===== src/rtl/inst_loader_pkg.sv =====
// Shared definitions for the boot-time instruction loader: memory geometry,
// core start address and the loader state encoding.
package inst_loader_pkg;

  localparam int INST_MEM_WIDTH = 14;
  localparam int INST_WIDTH     = 32;
  localparam logic [31:0] PC_INIT = 32'h0000_0000;

  typedef enum logic [2:0] {
    HEADER,
    LOAD,
    CHECK,
    DONE,
    ERROR
  } loader_state_t;

  // Largest word count the instruction memory can hold (address width < 32).
  function automatic logic [31:0] max_words(input int addr_width);
    return 32'(1) << addr_width;
  endfunction

endpackage


===== src/rtl/inst_loader_be_word_assembler.sv =====
// Big-endian byte-to-word assembler: the first byte of a group of four lands
// in the most significant position; word_done flags the completing byte.
module be_word_assembler (
  input  logic        clk,
  input  logic        reset,
  input  logic        byte_en,
  input  logic [7:0]  byte_data,
  output logic [31:0] word,
  output logic        word_done
);

  logic [23:0] shift_reg;
  logic [1:0]  byte_cnt_reg;

  always_ff @(posedge clk or posedge reset) begin
    if (reset) begin
      shift_reg    <= '0;
      byte_cnt_reg <= '0;
    end else if (byte_en) begin
      shift_reg    <= {shift_reg[15:0], byte_data};
      byte_cnt_reg <= byte_cnt_reg + 2'd1;
    end
  end

  // The fourth byte is taken straight from the input so the word is usable
  // on the same edge that accepts it.
  assign word      = {shift_reg, byte_data};
  assign word_done = byte_en && (byte_cnt_reg == 2'd3);

endmodule


===== src/rtl/inst_loader.sv =====
// Loads a counted, XOR-checksummed instruction image from the UART byte
// stream into instruction memory and releases the cores once it is accepted.
module inst_loader #(
  parameter int INST_MEM_WIDTH = inst_loader_pkg::INST_MEM_WIDTH,
  parameter int INST_WIDTH     = inst_loader_pkg::INST_WIDTH
) (
  input  logic                      clk,
  input  logic                      reset,
  input  logic                      rx_valid,
  input  logic [7:0]                rx_data,
  output logic                      rx_ready,
  output logic                      we,
  output logic [INST_MEM_WIDTH-1:0] waddr,
  output logic [INST_WIDTH-1:0]     wdata,
  output logic                      release_cores,
  output logic                      error
);

  localparam logic [31:0] MAX_WORDS = inst_loader_pkg::max_words(INST_MEM_WIDTH);

  inst_loader_pkg::loader_state_t state_reg;

  logic                      rx_ready_reg;
  logic                      we_reg;
  logic [INST_MEM_WIDTH-1:0] waddr_reg;
  logic [INST_WIDTH-1:0]     wdata_reg;
  logic                      release_reg;
  logic                      error_reg;
  logic [7:0]                csum_reg;
  logic [INST_MEM_WIDTH:0]   word_cnt_reg;
  logic [31:0]               count_reg;

  logic                      accept;
  logic                      asm_en;
  logic [31:0]               word;
  logic                      word_done;
  logic [INST_MEM_WIDTH:0]   word_cnt_next;

  assign accept        = rx_valid && rx_ready_reg;
  assign asm_en        = accept && ((state_reg == inst_loader_pkg::HEADER) ||
                                    (state_reg == inst_loader_pkg::LOAD));
  assign word_cnt_next = word_cnt_reg + 1'b1;

  be_word_assembler u_assembler (
    .clk       (clk),
    .reset     (reset),
    .byte_en   (asm_en),
    .byte_data (rx_data),
    .word      (word),
    .word_done (word_done)
  );

  always_ff @(posedge clk or posedge reset) begin
    if (reset) begin
      state_reg    <= inst_loader_pkg::HEADER;
      rx_ready_reg <= 1'b1;
      we_reg       <= 1'b0;
      waddr_reg    <= '0;
      wdata_reg    <= '0;
      release_reg  <= 1'b0;
      error_reg    <= 1'b0;
      csum_reg     <= '0;
      word_cnt_reg <= '0;
      count_reg    <= '0;
    end else begin
      we_reg <= 1'b0;
      case (state_reg)
        inst_loader_pkg::HEADER: begin
          if (word_done) begin
            count_reg    <= word;
            word_cnt_reg <= '0;
            if (word > MAX_WORDS) begin
              state_reg    <= inst_loader_pkg::ERROR;
              error_reg    <= 1'b1;
              rx_ready_reg <= 1'b0;
            end else if (word == 32'd0) begin
              state_reg <= inst_loader_pkg::CHECK;
            end else begin
              state_reg <= inst_loader_pkg::LOAD;
            end
          end
        end
        inst_loader_pkg::LOAD: begin
          if (accept) begin
            csum_reg <= csum_reg ^ rx_data;
            if (word_done) begin
              we_reg       <= 1'b1;
              waddr_reg    <= word_cnt_reg[INST_MEM_WIDTH-1:0];
              wdata_reg    <= word[INST_WIDTH-1:0];
              word_cnt_reg <= word_cnt_next;
              // Full-width compare: the count can never exceed MAX_WORDS here.
              if (32'(word_cnt_next) == count_reg) begin
                state_reg <= inst_loader_pkg::CHECK;
              end
            end
          end
        end
        inst_loader_pkg::CHECK: begin
          if (accept) begin
            rx_ready_reg <= 1'b0;
            if (rx_data == csum_reg) begin
              state_reg   <= inst_loader_pkg::DONE;
              release_reg <= 1'b1;
            end else begin
              state_reg <= inst_loader_pkg::ERROR;
              error_reg <= 1'b1;
            end
          end
        end
        default: ;
      endcase
    end
  end

  assign rx_ready      = rx_ready_reg;
  assign we            = we_reg;
  assign waddr         = waddr_reg;
  assign wdata         = wdata_reg;
  assign release_cores = release_reg;
  assign error         = error_reg;

endmodule


===== config.mk =====
export PLATFORM = sky130hd
export DESIGN_NAME = inst_loader
export DESIGN_NICKNAME = d
export VERILOG_FILES = /design/src/rtl/inst_loader_pkg.sv /design/src/rtl/inst_loader_be_word_assembler.sv /design/src/rtl/inst_loader.sv
export SDC_FILE = /design/constraint.sdc
export NUM_CORES = 1
export LEC_CHECK = 0
export CAP_MARGIN = 20
export CORE_UTILIZATION = 25
export DETAILED_ROUTE_END_ITERATION = 8
export DONT_BUFFER_PORTS = 1
export GPL_ROUTABILITY_DRIVEN = 0
export PLACE_DENSITY_LB_ADDON = 0.05
export SYNTH_ARGS = -nofsm -noshare
export SYNTH_HDL_FRONTEND = slang
export SYNTH_SLANG_ARGS = --single-unit

===== constraint.sdc =====
create_clock -name clk -period 4.6 [get_ports clk]
set_clock_uncertainty 0.15 [all_clocks]
set_input_delay 0.46 -clock clk [delete_from_list [all_inputs] [get_ports clk]]
set_output_delay 0.46 -clock clk [all_outputs]
set_load 0.03 [all_outputs]

# After elaboration in Yosys (flattened, before gate mapping)
# Cells that the tools add are included.
# Widths: inputs -> output; s select.
[word_totals]
regBits = 134
latchBits = 0
ram_bits = 0
romBits = 0
inputBits = 11
out_inout_bits = 50
wordCells = 70
n_memories = 0
[classes]
addsub = 2
n_mul = 0
div_mod_pow = 0
magnitude_cmp = 1
eq_ne = 12
shift = 0
mux = 25
bitwise = 1
n_reduce_logical = 17
[op_table]
columns = ["operator", "count"]
rows = [
  ["$mux 15", 3],
  ["$eq 15x32->1", 1],
  ["$gt 32x15->1 const B", 1],
  ["$logic_not 32->1", 1],
  ["$pmux 15 s2", 1],
  ["$mux 3", 7],
  ["$add 15x1->15 const B", 1],
  ["$mux 1", 10],
  ["$pmux 3 s3", 1],
  ["$eq 8x8->1", 1],
  ["$ne 2x1->1 const B", 4],
  ["$reduce_and 4->1", 2],
  ["$xor 8x8->8", 1],
  ["$ne 2x2->1 const B", 3],
  ["$reduce_and 3->1", 2],
  ["$reduce_and 6->1", 1],
  ["$reduce_and 5->1", 1],
  ["$pmux 1 s2", 2],
  ["$reduce_and 2->1", 2],
  ["$reduce_bool 2->1", 2],
  ["$eq 3x1->1 const B", 1],
  ["$eq 3x2->1 const B", 1],
  ["$logic_and 1x1->1", 3],
  ["$logic_not 3->1", 1],
  ["other kinds (5)", 5],
]

# Longest topological paths before layout
# Gate-level depths: netlist of run 1.
[logic_depth]
ltp_word = 7
mapped_depth = 7
mapped_depth_nobuf = 7

# Cells and area by module
# From an unflattened synthesis of run 1, not the netlist that was laid out.
[unflattened]
hier_cells = 571
hier_area_um2 = 6167.2
[by_module_without_submodules]
columns = ["mod", "n_inst", "cells_each", "area_per_inst_um2", "seq_area_each_um2"]
rows = [
  ["inst_loader", 1, 505, 5024.8, 2703.8],
  ["be_word_assembler", 1, 66, 1142.3, 650.6],
]

# Least setup slack after synthesis of run 1
# Ideal clock, no wire load.
[synth_path]
path_type = "reg-to-reg"
start = "register rx_ready_reg (netlist: rx_ready)"
end = "register count_reg[10]"
setup_time_ns = 0.128
arrival_ns = 1.817
t_required_ns = 4.322
path_slack_ns = 2.505
stages_incl_launch_ff = 7
path_buffers = 2
period_less_slack_ns = 2.095
cell_sequence = "dfstp_2 and4bb_2 nand2_1 or2_1 buf_2 buf_2 mux2_1"
[synth_between]
elab_chain_cells = 4
[synth_lines]
columns = ["element", "line_no", "source"]
rows = [
  ["from (decl)", "inst_loader.sv:23", "logic rx_ready_reg;"],
  ["from (signal assigned)", "inst_loader.sv:56", "rx_ready_reg <= 1'b1;"],
  ["from (signal assigned)", "inst_loader.sv:75", "rx_ready_reg <= 1'b0;"],
  ["from (signal assigned)", "inst_loader.sv:100", "rx_ready_reg <= 1'b0;"],
  ["$logic_and 1x1->1", "inst_loader.sv:39", "assign accept = rx_valid && rx_ready_reg;"],
  ["$logic_and 1x1->1", "inst_loader.sv:40", "assign asm_en = accept && ((state_reg == inst_loader_pkg::HEADER) ||"],
  ["$logic_and 1x1->1", "inst_loader_be_word_assembler.sv:28", "assign word_done = byte_en && (byte_cnt_reg == 2'd3);"],
  ["$reduce_and 2->1 (no source line)", "--", ""],
  ["to (signal assigned)", "inst_loader.sv:70", "count_reg <= word;"],
  ["to (decl)", "inst_loader.sv:31", "logic [31:0] count_reg;"],
]
# No other way between the ends.
# A chain may end at the register's enable or synchronous reset.

# Worst setup path after layout of run 1
[layout_path]
start = "register word_cnt_reg[0]"
end = "register state_reg[0]"
[layout_between]
elab_chain_cells = 4
[layout_lines]
columns = ["element", "line_no", "source"]
rows = [
  ["from (decl)", "inst_loader.sv:30", "logic [INST_MEM_WIDTH:0] word_cnt_reg;"],
  ["from (signal assigned)", "inst_loader.sv:90", "word_cnt_reg <= word_cnt_next;"],
  ["$add 15x1->15", "inst_loader.sv:42", "assign word_cnt_next = word_cnt_reg + 1'b1;"],
  ["$eq 15x32->1", "inst_loader.sv:92", "if (32'(word_cnt_next) == count_reg) begin"],
  ["$ne 2x1->1 (no source line)", "--", ""],
  ["$reduce_and 6->1 (no source line)", "--", ""],
  ["to (signal assigned)", "inst_loader.sv:55", "state_reg <= inst_loader_pkg::HEADER;"],
  ["to (signal assigned)", "inst_loader.sv:93", "state_reg <= inst_loader_pkg::CHECK;"],
  ["to (signal assigned)", "inst_loader.sv:102", "state_reg <= inst_loader_pkg::DONE;"],
  ["to (decl)", "inst_loader.sv:21", "inst_loader_pkg::loader_state_t state_reg;"],
]
# No other way between the ends.

==> results.sh, run 1 <==
export IMPL_clockBufferDepth=2
export IMPL_ctsHtreeMaxLevel=4
export IMPL_violations="hold timing"
export IMPL_grt_setup_unrepaired="false"
export IMPL_synth_distinct_cells=49
export IMPL_diodes=0
export IMPL_grt_max_degree=104
export IMPL_cts_buffers=17
export IMPL_avgSynthCellArea_um2=10.7
export IMPL_seq_area_mm2=0.00335
export IMPL_post_dp_cell_area_mm2=0.00631
export IMPL_start_util_pct=25.5
export IMPL_post_dp_hpwl_mm=10.5
export IMPL_fp_dieArea_mm2=0.0246
export IMPL_grt_pass1_wl_mm=25.8
export IMPL_p_leak_nw=3.39
export IMPL_setup_violations=0
export IMPL_rows=56
export IMPL_hold_path_class="input port to async pin"
export IMPL_grt_pass1_vias=4110
export IMPL_multi_input_area_mm2=0.00248
export IMPL_period_needed_ns=2.50
export IMPL_die_y_um=157
export IMPL_async_flop_share_pct=100
export IMPL_antenna_left=0
export IMPL_end_kind="register"
export IMPL_wirelength_mm=16.1
export IMPL_portBuffers=0
export IMPL_holdWs_ns=-0.0336
export IMPL_synth_cells=557
export IMPL_die_width_um=157
export IMPL_ir_drop_mv=0.188
export IMPL_drive_gt1_share_pct=17.3
export IMPL_outcome="complete, but fails checks"
export IMPL_max_freq_mhz=401
export IMPL_grt_usage_pct=14.2
export IMPL_antenna_found_initial=0
export IMPL_grt_ovfl_total=0
export IMPL_cts_tree="done"
export IMPL_coreArea_mm2=0.0235
export IMPL_worst_pin_slew_ns=0.971
export IMPL_power_density_mw_per_mm2=378
export IMPL_ys_seq_area_share_pct=56.1
export IMPL_drv_cap=0
export IMPL_final_setup_tns_ns=0
export IMPL_clock_latency_ns=0.42
export IMPL_fillers=2423
export IMPL_slew_headroom_pct=35.3
export IMPL_first_pass_iters=4
export IMPL_viasPerCell=4.47
export IMPL_drtIter0Drc=185
export IMPL_slew_violations=0
export IMPL_syn_cell_area_mm2=0.00598
export IMPL_hold_viol=31
export IMPL_clock_sinks=134
export IMPL_syn_to_final_growth_pct=16.8
export IMPL_path_max_fanout=7
export IMPL_route_detailed_drc=0
export IMPL_crit_type="register to register"
export IMPL_required_ns=4.75
export IMPL_cts_clk_slew_worst_paths_ns=0.06
export IMPL_start_kind="register"
export IMPL_synth_edff_count=0
export IMPL_yosys_warnings=0
export IMPL_syn_nets=570
export IMPL_final_nets=573
export IMPL_crit_arrival_ns=2.64
export IMPL_finalCritPeriodShare_pct=54.3
export IMPL_final_cell_area_mm2=0.00699
export IMPL_synth_main_ff_cell="dfrtp_1"
export IMPL_root_buffer="clkbuf_16"
export IMPL_io_pins=61
export IMPL_vias=3984
export IMPL_wl_per_cell_um=18.1
export IMPL_synth_seq_cells=134
## path summary, 6_finish.rpt
| kind | start | endpoint | slack [ns] | cells after the start |
|---|---|---|---|---|
| max in group asynchronous | reset | word_cnt_reg[11]$_DFFE_PP0P_ | 3.27 | 2 |
| max reg2reg | word_cnt_reg[0]$_DFFE_PP0P_ | state_reg[0]$_DFFE_PP0P_ | 2.10 | 7 |
| min | reset | wdata[16]$_DFFE_PP0P_ | -0.03 | 1 |
| min reg2reg | u_assembler.byte_cnt_reg[0]$_DFFE_PP0P_ | u_assembler.byte_cnt_reg[0]$_DFFE_PP0P_ | 0.33 | 1 |
| min in group clk | rx_data[0] | count_reg[0]$_DFFE_PP0P_ | 0.02 | 1 |
| max | word_cnt_reg[0]$_DFFE_PP0P_ | state_reg[0]$_DFFE_PP0P_ | 2.10 | 7 |
## where the power goes
group          switching, mW  internal, mW  total (mW)
logic                 0.0271       0.00791      0.0350
clock network          0.567         0.861        1.43
registers                  0          1.18        1.18
total                  0.594          2.05        2.64
## what timing repair did
item | 4_1_cts | 5_1_grt
hold buffers | 8 | 0
hold endpoints to repair | 8 | 0
resized for setup | 0 | 0
setup endpoints to repair | 0 | 0
setup buffers | 0 | 0
## routing by layer
layer  wire length, um  GRT usage (%)  vias up
met5                 0              0        -
met4               203           5.23        0
met3               652           3.32       11
met2              6790           19.9       72
met1              8470           20.9     1998
li1                  -              -     1903
## layout by cell type, fill, tap and decap left out, types with 4 or more instances in the layout
cell           Yosys  final
o21ai_0           12     12
mux2_1            13     13
inv_6              0      5
dlygate4sd3_1      0      8
nor4_1            14     14
nand2_1          157    157
a21o_1             5      5
or2_2              5      5
mux2_2            47     47
nor3_1            10     10
clkbuf_16          0     17
nor2_1            13     13
a22o_1             7      7
buf_4              0      6
a21oi_1            5      5
mux2i_1            4      4
dfrtp_1          133    133
nand3_1           10      9
xor2_1            14     14
xnor2_1           25     25
nand4_1            8      8
inv_1              5      4
## stage by stage
| stage | hold slack (ns) | util [%] | instances | power (mW) | setup WS [ns] |
|---|---|---|---|---|---|
| CTS | 0.00773 | 29.8 | 892 | 2.69 | 2.05 |
| finish | -0.0336 | 29.8 | 892 | 2.64 | 2.10 |
| floorplan | 0.298 | - | 557 | 1.22 | 0.409 |
| detailed placement | 0.325 | 26.9 | 852 | 1.23 | 2.06 |
| global route | 0.0171 | 29.8 | 892 | 2.75 | 1.90 |
| global placement | 0.314 | 26.9 | 852 | 1.23 | 2.06 |
## critical path, cell delays in order (launching register included)
cell and delay [ns]:
dfrtp_1 0.51, ha_1 0.30, nand3_1 0.31, nor4_4 0.33, xnor2_1 0.12, a211oi_1 0.34
nand4b_1 0.17, nor2b_1 0.16
## cell families after synthesis
family / share of synthesized area [%]
compound gates: 4.93
xor+xnor: 5.71
fa+ha+maj: 0.418
buf+inv: 2.55
flops: 56.1
mux: 12.0
simple gates: 18.4
## cell type report
cell class	instances	area share [%]
timing repair buffer	14	1.79
clock inverter	13	2.43
tap	319	5.71
sequential	134	48.0
clock buffer	19	6.19
inverter	6	0.394
multi-input combinational	387	35.5
## cells in the mapped netlist (2+ instances only)
cell type  number  area [um^2]
nand3_1        10         50.1
or2_2           5         31.3
mux2_2         47          529
xor2_1         14          123
clkbuf_1       13         48.8
nor3b_1         2         15.0
nand2_1       157          589
ha_1            2         25.0
and3_1          3         18.8
dfrtp_1       133         3330
a21o_1          5         37.5
nor2_1         13         48.8
mux2_1         13          146
nor4_2          2         25.0
buf_2          13         65.1
or3_1           2         12.5
a21oi_1         5         25.0
a22o_1          7         61.3
o31ai_1         3         22.5
buf_1           3         11.3
o21ai_0        12         60.1
nand4_1         8         50.1
a31oi_1         2         12.5
and2_1          3         18.8
nor4_1         14         87.6
xnor2_1        25          219
nor2b_1         2         12.5
nor3_1         10         50.1
inv_1           5         18.8
o21bai_1        2         15.0
mux2i_1         4         40.0
No activity file was read; power rests on OpenSTA's default activity.
==> run 2, diff against run 1 <==
clock period = 2.3 ns   (was 4.6 ns; I/O delays follow)
==> run 2 against run 1 <==
Compared with the run above: the run now ends clean; clock-buffer cell count did not move; combinational power grew to 2.6 times the previous value; utilization grew 0.83 points; first-iteration DRC count down 19%; total power grew 99%; worst hold slack better by 0.079 ns; global-route usage is 0.56 points higher; critical path type unchanged.
==> results.sh, run 2 (synthesized netlist as in run 1, its figures left out) <==
export IMPL_crit_arrival_ns=2.32
export IMPL_start_kind="register"
export IMPL_worst_pin_slew_ns=0.455
export IMPL_start_util_pct=25.5
export IMPL_finalCritPeriodShare_pct=94.7
export IMPL_grt_setup_unrepaired="false"
export IMPL_wl_per_cell_um=18.5
export IMPL_grt_max_degree=76
export IMPL_antenna_found_initial=0
export IMPL_period_needed_ns=2.18
export IMPL_die_y_um=157
export IMPL_crit_path_start="word_cnt_reg[1]$_DFFE_PP0P_"
export IMPL_hold_viol=0
export IMPL_grt_usage_pct=14.8
export IMPL_crit_slowest_cell="dfrtp_1"
export IMPL_post_dp_hpwl_mm=10.9
export IMPL_slew_headroom_pct=69.4
export IMPL_hold_path_class="input port to register"
export IMPL_route_detailed_drc=0
export IMPL_r2r_start="word_cnt_reg[1]$_DFFE_PP0P_"
export IMPL_met2_wirelength_mm=7.36
export IMPL_endpoint="state_reg[0]$_DFFE_PP0P_"
export IMPL_final_util_pct=30.6
export IMPL_layout_setup_ws_ns=0.121
export IMPL_crit_type="register to register"
export IMPL_p_leak_nw=3.51
export IMPL_wirelength_mm=16.8
export IMPL_grt_ovfl_total=0
export IMPL_syn_to_final_growth_pct=20.1
export IMPL_rows=56
export IMPL_die_width_um=157
export IMPL_end_kind="register"
export IMPL_cts_tree="done"
export IMPL_drv_cap=0
export IMPL_worst_path_stages=7
export IMPL_viasPerCell=4.45
export IMPL_path_cells="ha_1 > nand3_1 > nor2_1 > nand4_1 > a211oi_1 > nand4b_1 > nor2b_1"
export IMPL_ctsHtreeMaxLevel=4
export IMPL_vias=4050
export IMPL_r2r_cells=7
export IMPL_cts_buffers=17
export IMPL_final_setup_tns_ns=0
export IMPL_ir_drop_mv=0.375
export IMPL_cts_clk_slew_worst_paths_ns=0.06
export IMPL_clockBufferDepth=2
export IMPL_dp_slack_ns=0.156
export IMPL_antenna_left=0
export IMPL_wl_met1_mm=8.52
export IMPL_slowest_delay_ns=0.42
export IMPL_critPathBufInv=0
export IMPL_drive_gt1_share_pct=19.8
export IMPL_r2r_end="state_reg[0]$_DFFE_PP0P_"
export IMPL_wl_met3_um=725
export IMPL_coreArea_mm2=0.0235
export IMPL_io_pins=61
export IMPL_layout_common_cells="nand2_1 (157), dfrtp_1 (133), mux2_2 (47), xnor2_1 (25), buf_4 (19)"
export IMPL_clock_latency_ns=0.42
export IMPL_topRoutingLayerUsed="met4"
export IMPL_outcome="complete, no violations"
export IMPL_setup_violations=0
export IMPL_root_buffer="clkbuf_16"
export IMPL_portBuffers=0
export IMPL_grt_pass1_vias=4306
export IMPL_final_nets=592
export IMPL_path_max_fanout=6
export IMPL_first_pass_iters=4
export IMPL_grt_pass1_wl_mm=26.7
export IMPL_final_cells=910
export IMPL_rrSetupSlack_ns=0.12
export IMPL_fp_dieArea_mm2=0.0246
export IMPL_final_common_cell="nand2_1"
export IMPL_clock_sinks=134
export IMPL_critPathTopFamily="simple AND/OR/NAND/NOR gates"
export IMPL_slew_violations=0
export IMPL_placed_cells=869
export IMPL_diodes=0
export IMPL_max_freq_mhz=459
export IMPL_required_ns=2.45
export IMPL_cts_setup_buffers=0
export IMPL_power_density_mw_per_mm2=733
export IMPL_drtIter0Drc=150
run 2: changes by cell type in the layout (fill, tap and decap cells not counted):
cell | before | now
buf_12 | 0 | 4
buf_4 | 6 | 19
inv_6 | 5 | 1
clkbuf_8 | 0 | 1
clkinvlp_4 | 3 | 2
clkbuf_1 | 2 | 1
nor4_1 | 14 | 13
clkinv_4 | 2 | 3
clkinv_2 | 1 | 4
nor4_2 | 2 | 3
dlygate4sd3_1 | 8 | 10
run 2: worst min-delay path, stage by stage:
cell	delay (ns)
nand2_1	0.09
nor3_1	0.07
o32ai_1	0.12
nor2b_1	0.06
run 2: area by class of cell:
type | count | area (um^2)
sequential | 134 | 3350
timing repair buffer | 33 | 323
clock inverter | 12 | 153
inverter | 6 | 26.3
fill | 2439 | 16300
tap | 319 | 399
clock buffer | 19 | 443
multi-input combinational | 387 | 2490
run 2: worst min-delay path by stage:
stage	slack, ns	startpoint	cells after the start	endpoint
2_1_floorplan	0.19	rx_data[0]	2	wdata[0]$_DFFE_PP0P_
3_3_place_gp	0.11	reset	2	word_cnt_reg[4]$_DFFE_PP0P_
3_5_place_dp	0.11	reset	2	word_cnt_reg[4]$_DFFE_PP0P_
4_1_cts	0.03	rx_valid	4	state_reg[0]$_DFFE_PP0P_
5_1_grt	0.07	rx_valid	4	state_reg[0]$_DFFE_PP0P_
6_report	0.05	rx_valid	4	state_reg[0]$_DFFE_PP0P_
run 2: timing repair:
action / CTS / global route
endpoints found under the setup margin: 0 / 1
gates resized for setup: 0 / 1
hold endpoints to repair: 167 / 0
hold buffers: 10 / 0
run 2: report_power, final:
part	internal, mW	total, mW	switching [mW]
Sequential	2.36	2.36	0
Clock	1.73	2.82	1.09
Combinational	0.0240	0.0894	0.0654
Total	4.11	5.27	1.16
run 2: metal layers:
layer  global-route usage (%)  up-vias
li1                         -     1939
met1                     21.0     2024
met2                     21.9       74
met3                     3.60       13
met4                     4.53        0
met5                        0        -
run 2: through the flow:
stage | hold slack, ns | total power [mW] | area (um^2)
2_1_floorplan | 0.185 | 2.44 | 5990
3_3_place_gp | 0.113 | 2.47 | 6480
3_5_place_dp | 0.113 | 2.47 | 6480
4_1_cts | 0.0310 | 5.37 | 7180
5_1_grt | 0.0693 | 5.46 | 7190
6_report | 0.0459 | 5.27 | 7190
==> run 3, diff against run 2 <==
CORE_UTILIZATION = 35   (was 25)
==> run 3 against run 2 <==
Compared with the run above: total power fell by 3.2%; worst hold slack got worse by 0.020 ns; die area decreased by 28%; critical path depth unchanged; via count barely moved; global-route usage increased by 3.7 points; combinational power is 1% lower; sequential share of layout area grew 1.0 points; final area down 2.2%; sequential cell count unchanged; utilization increased by 12 points; maximum frequency is 2.9% higher; largest power group unchanged.
==> results.sh, run 3 (synthesized netlist as in run 1, its figures left out) <==
export IMPL_outcome="complete, no violations"
export IMPL_setup_violations=0
export IMPL_max_freq_mhz=472
export IMPL_final_util_pct=42.3
export IMPL_p_switching_mw=1.05
export IMPL_die_width_um=133
export IMPL_viasPerCell=5.00
export IMPL_route_detailed_drc=0
export IMPL_rows=47
export IMPL_cts_clk_slew_worst_paths_ns=0.05
export IMPL_hold_viol=0
export IMPL_period_needed_ns=2.12
export IMPL_clockBufferDepth=2
export IMPL_clock_sinks=134
export IMPL_power_density_mw_per_mm2=725
export IMPL_drv_cap=0
export IMPL_diodes=0
export IMPL_cts_buffers=17
export IMPL_final_common_cell="nand2_1"
export IMPL_grt_ovfl_total=0
export IMPL_start_util_pct=36.0
export IMPL_swShare_pct=20.5
export IMPL_worst_pin_slew_ns=0.639
export IMPL_slew_headroom_pct=57.3
export IMPL_wl_per_cell_um=18.1
export IMPL_grt_max_degree=57
export IMPL_grt_pass1_vias=4236
export IMPL_layout_common_cells="nand2_1 (157), dfrtp_1 (133), mux2_2 (47), xnor2_1 (25)"
export IMPL_clock_latency_ns=0.42
export IMPL_cts_tree="done"
export IMPL_ir_drop_mv=0.503
export IMPL_holdWs_ns=0.0262
export IMPL_portBuffers=0
export IMPL_fp_dieArea_mm2=0.0176
export IMPL_required_ns=2.44
export IMPL_root_buffer="clkbuf_16"
export IMPL_finalCritPeriodShare_pct=92.1
export IMPL_end_kind="register"
export IMPL_drive_gt1_share_pct=19.0
export IMPL_vias=4048
export IMPL_wirelength_mm=14.7
export IMPL_io_pins=61
export IMPL_slew_violations=0
export IMPL_seqPwrFrac_pct=46.3
export IMPL_p_leak_nw=3.48
export IMPL_first_pass_iters=4
export IMPL_clkPwrFrac_pct=52.0
export IMPL_start_kind="register"
export IMPL_coreArea_mm2=0.0166
export IMPL_post_dp_hpwl_mm=9.82
export IMPL_grt_pass1_wl_mm=24.6
export IMPL_die_y_um=133
export IMPL_syn_to_final_growth_pct=17.5
export IMPL_final_setup_tns_ns=0
export IMPL_grt_usage_pct=18.5
export IMPL_combPwrFrac_pct=1.7
export IMPL_final_nets=590
export IMPL_grt_setup_unrepaired="false"
export IMPL_rrSetupSlack_ns=0.18
export IMPL_path_max_fanout=6
export IMPL_ctsHtreeMaxLevel=4
export IMPL_crit_arrival_ns=2.26
export IMPL_hold_path_class="input port to register"
export IMPL_antenna_found_initial=0
export IMPL_p_total_mw=5.10
export IMPL_antenna_left=0
export IMPL_crit_type="register to register"
export IMPL_drtIter0Drc=232
export IMPL_p_int_mw=4.05
run 3: cell types whose count changed in the layout (fill, tap and decap cells not counted), moves of 2 or more:
cell      delta
clkbuf_1     +2
nor4_2       -2
buf_4        -2
clkbuf_8     +2
clkinv_4     -2
run 3: critical path, cell delays in order (launching register included):
cell	delay [ns]
dfrtp_1	0.42
ha_1	0.20
nand3_1	0.25
nor4_1	0.39
xnor2_1	0.16
o211ai_1	0.09
nand4b_1	0.21
nor2b_1	0.15
run 3: power groups by stage:
stage / clock network, mW / registers (mW) / logic (mW)
finish: 2.65 / 2.36 / 0.0885
floorplan: 0 / 2.40 / 0.0416
CTS: 2.73 / 2.36 / 0.0938
global route: 2.82 / 2.36 / 0.103
global placement: 0 / 2.40 / 0.0669
detailed placement: 0 / 2.40 / 0.0677
run 3: routing by layer:
metal  up-vias  wire length (um)  GRT usage [%]
met2        74              6410           26.6
met5         -                 0              0
li1       1939                 -              -
met4         0               246           6.77
met1      2016              7410           26.7
met3        19               588           4.60
run 3: final timing paths:
kind | startpoint | end | cells after the start
worst min register to register | u_assembler.byte_cnt_reg[0]$_DFFE_PP0P_ | u_assembler.byte_cnt_reg[0]$_DFFE_PP0P_ | 1
worst min-delay path | rx_valid | state_reg[0]$_DFFE_PP0P_ | 4
worst max register to register | word_cnt_reg[1]$_DFFE_PP0P_ | state_reg[0]$_DFFE_PP0P_ | 7
worst max-delay path | word_cnt_reg[1]$_DFFE_PP0P_ | state_reg[0]$_DFFE_PP0P_ | 7
max in group asynchronous | reset | wdata[17]$_DFFE_PP0P_ | 3
min in group asynchronous | reset | wdata[5]$_DFFE_PP0P_ | 2
run 3: cell type report:
type	count	area [um^2]
Multi-Input combinational cell	387	2490
Sequential cell	134	3350
Fill cell	1645	9610
Inverter	6	26.3
Timing Repair Buffer	31	308
Tap cell	220	275
Clock inverter	8	98.8
Clock buffer	23	478
run 3: through the flow:
stage          cells  setup WS [ns]  instance area, um^2
6_report         809          0.183                 7030
5_1_grt          809         0.0281                 7030
4_1_cts          808          0.128                 7020
3_5_place_dp     767          0.153                 6340
3_3_place_gp     767          0.166                 6340
2_1_floorplan    557          0.205                 5990
run 3: what timing repair did:
| item | 4_1_cts | 5_1_grt |
|---|---|---|
| buffers inserted | 0 | 1 |
| setup endpoints to repair | 0 | 1 |
| gates resized for setup | 0 | 1 |
| endpoints found under the hold margin | 57 | 0 |
| hold buffers | 10 | 0 |
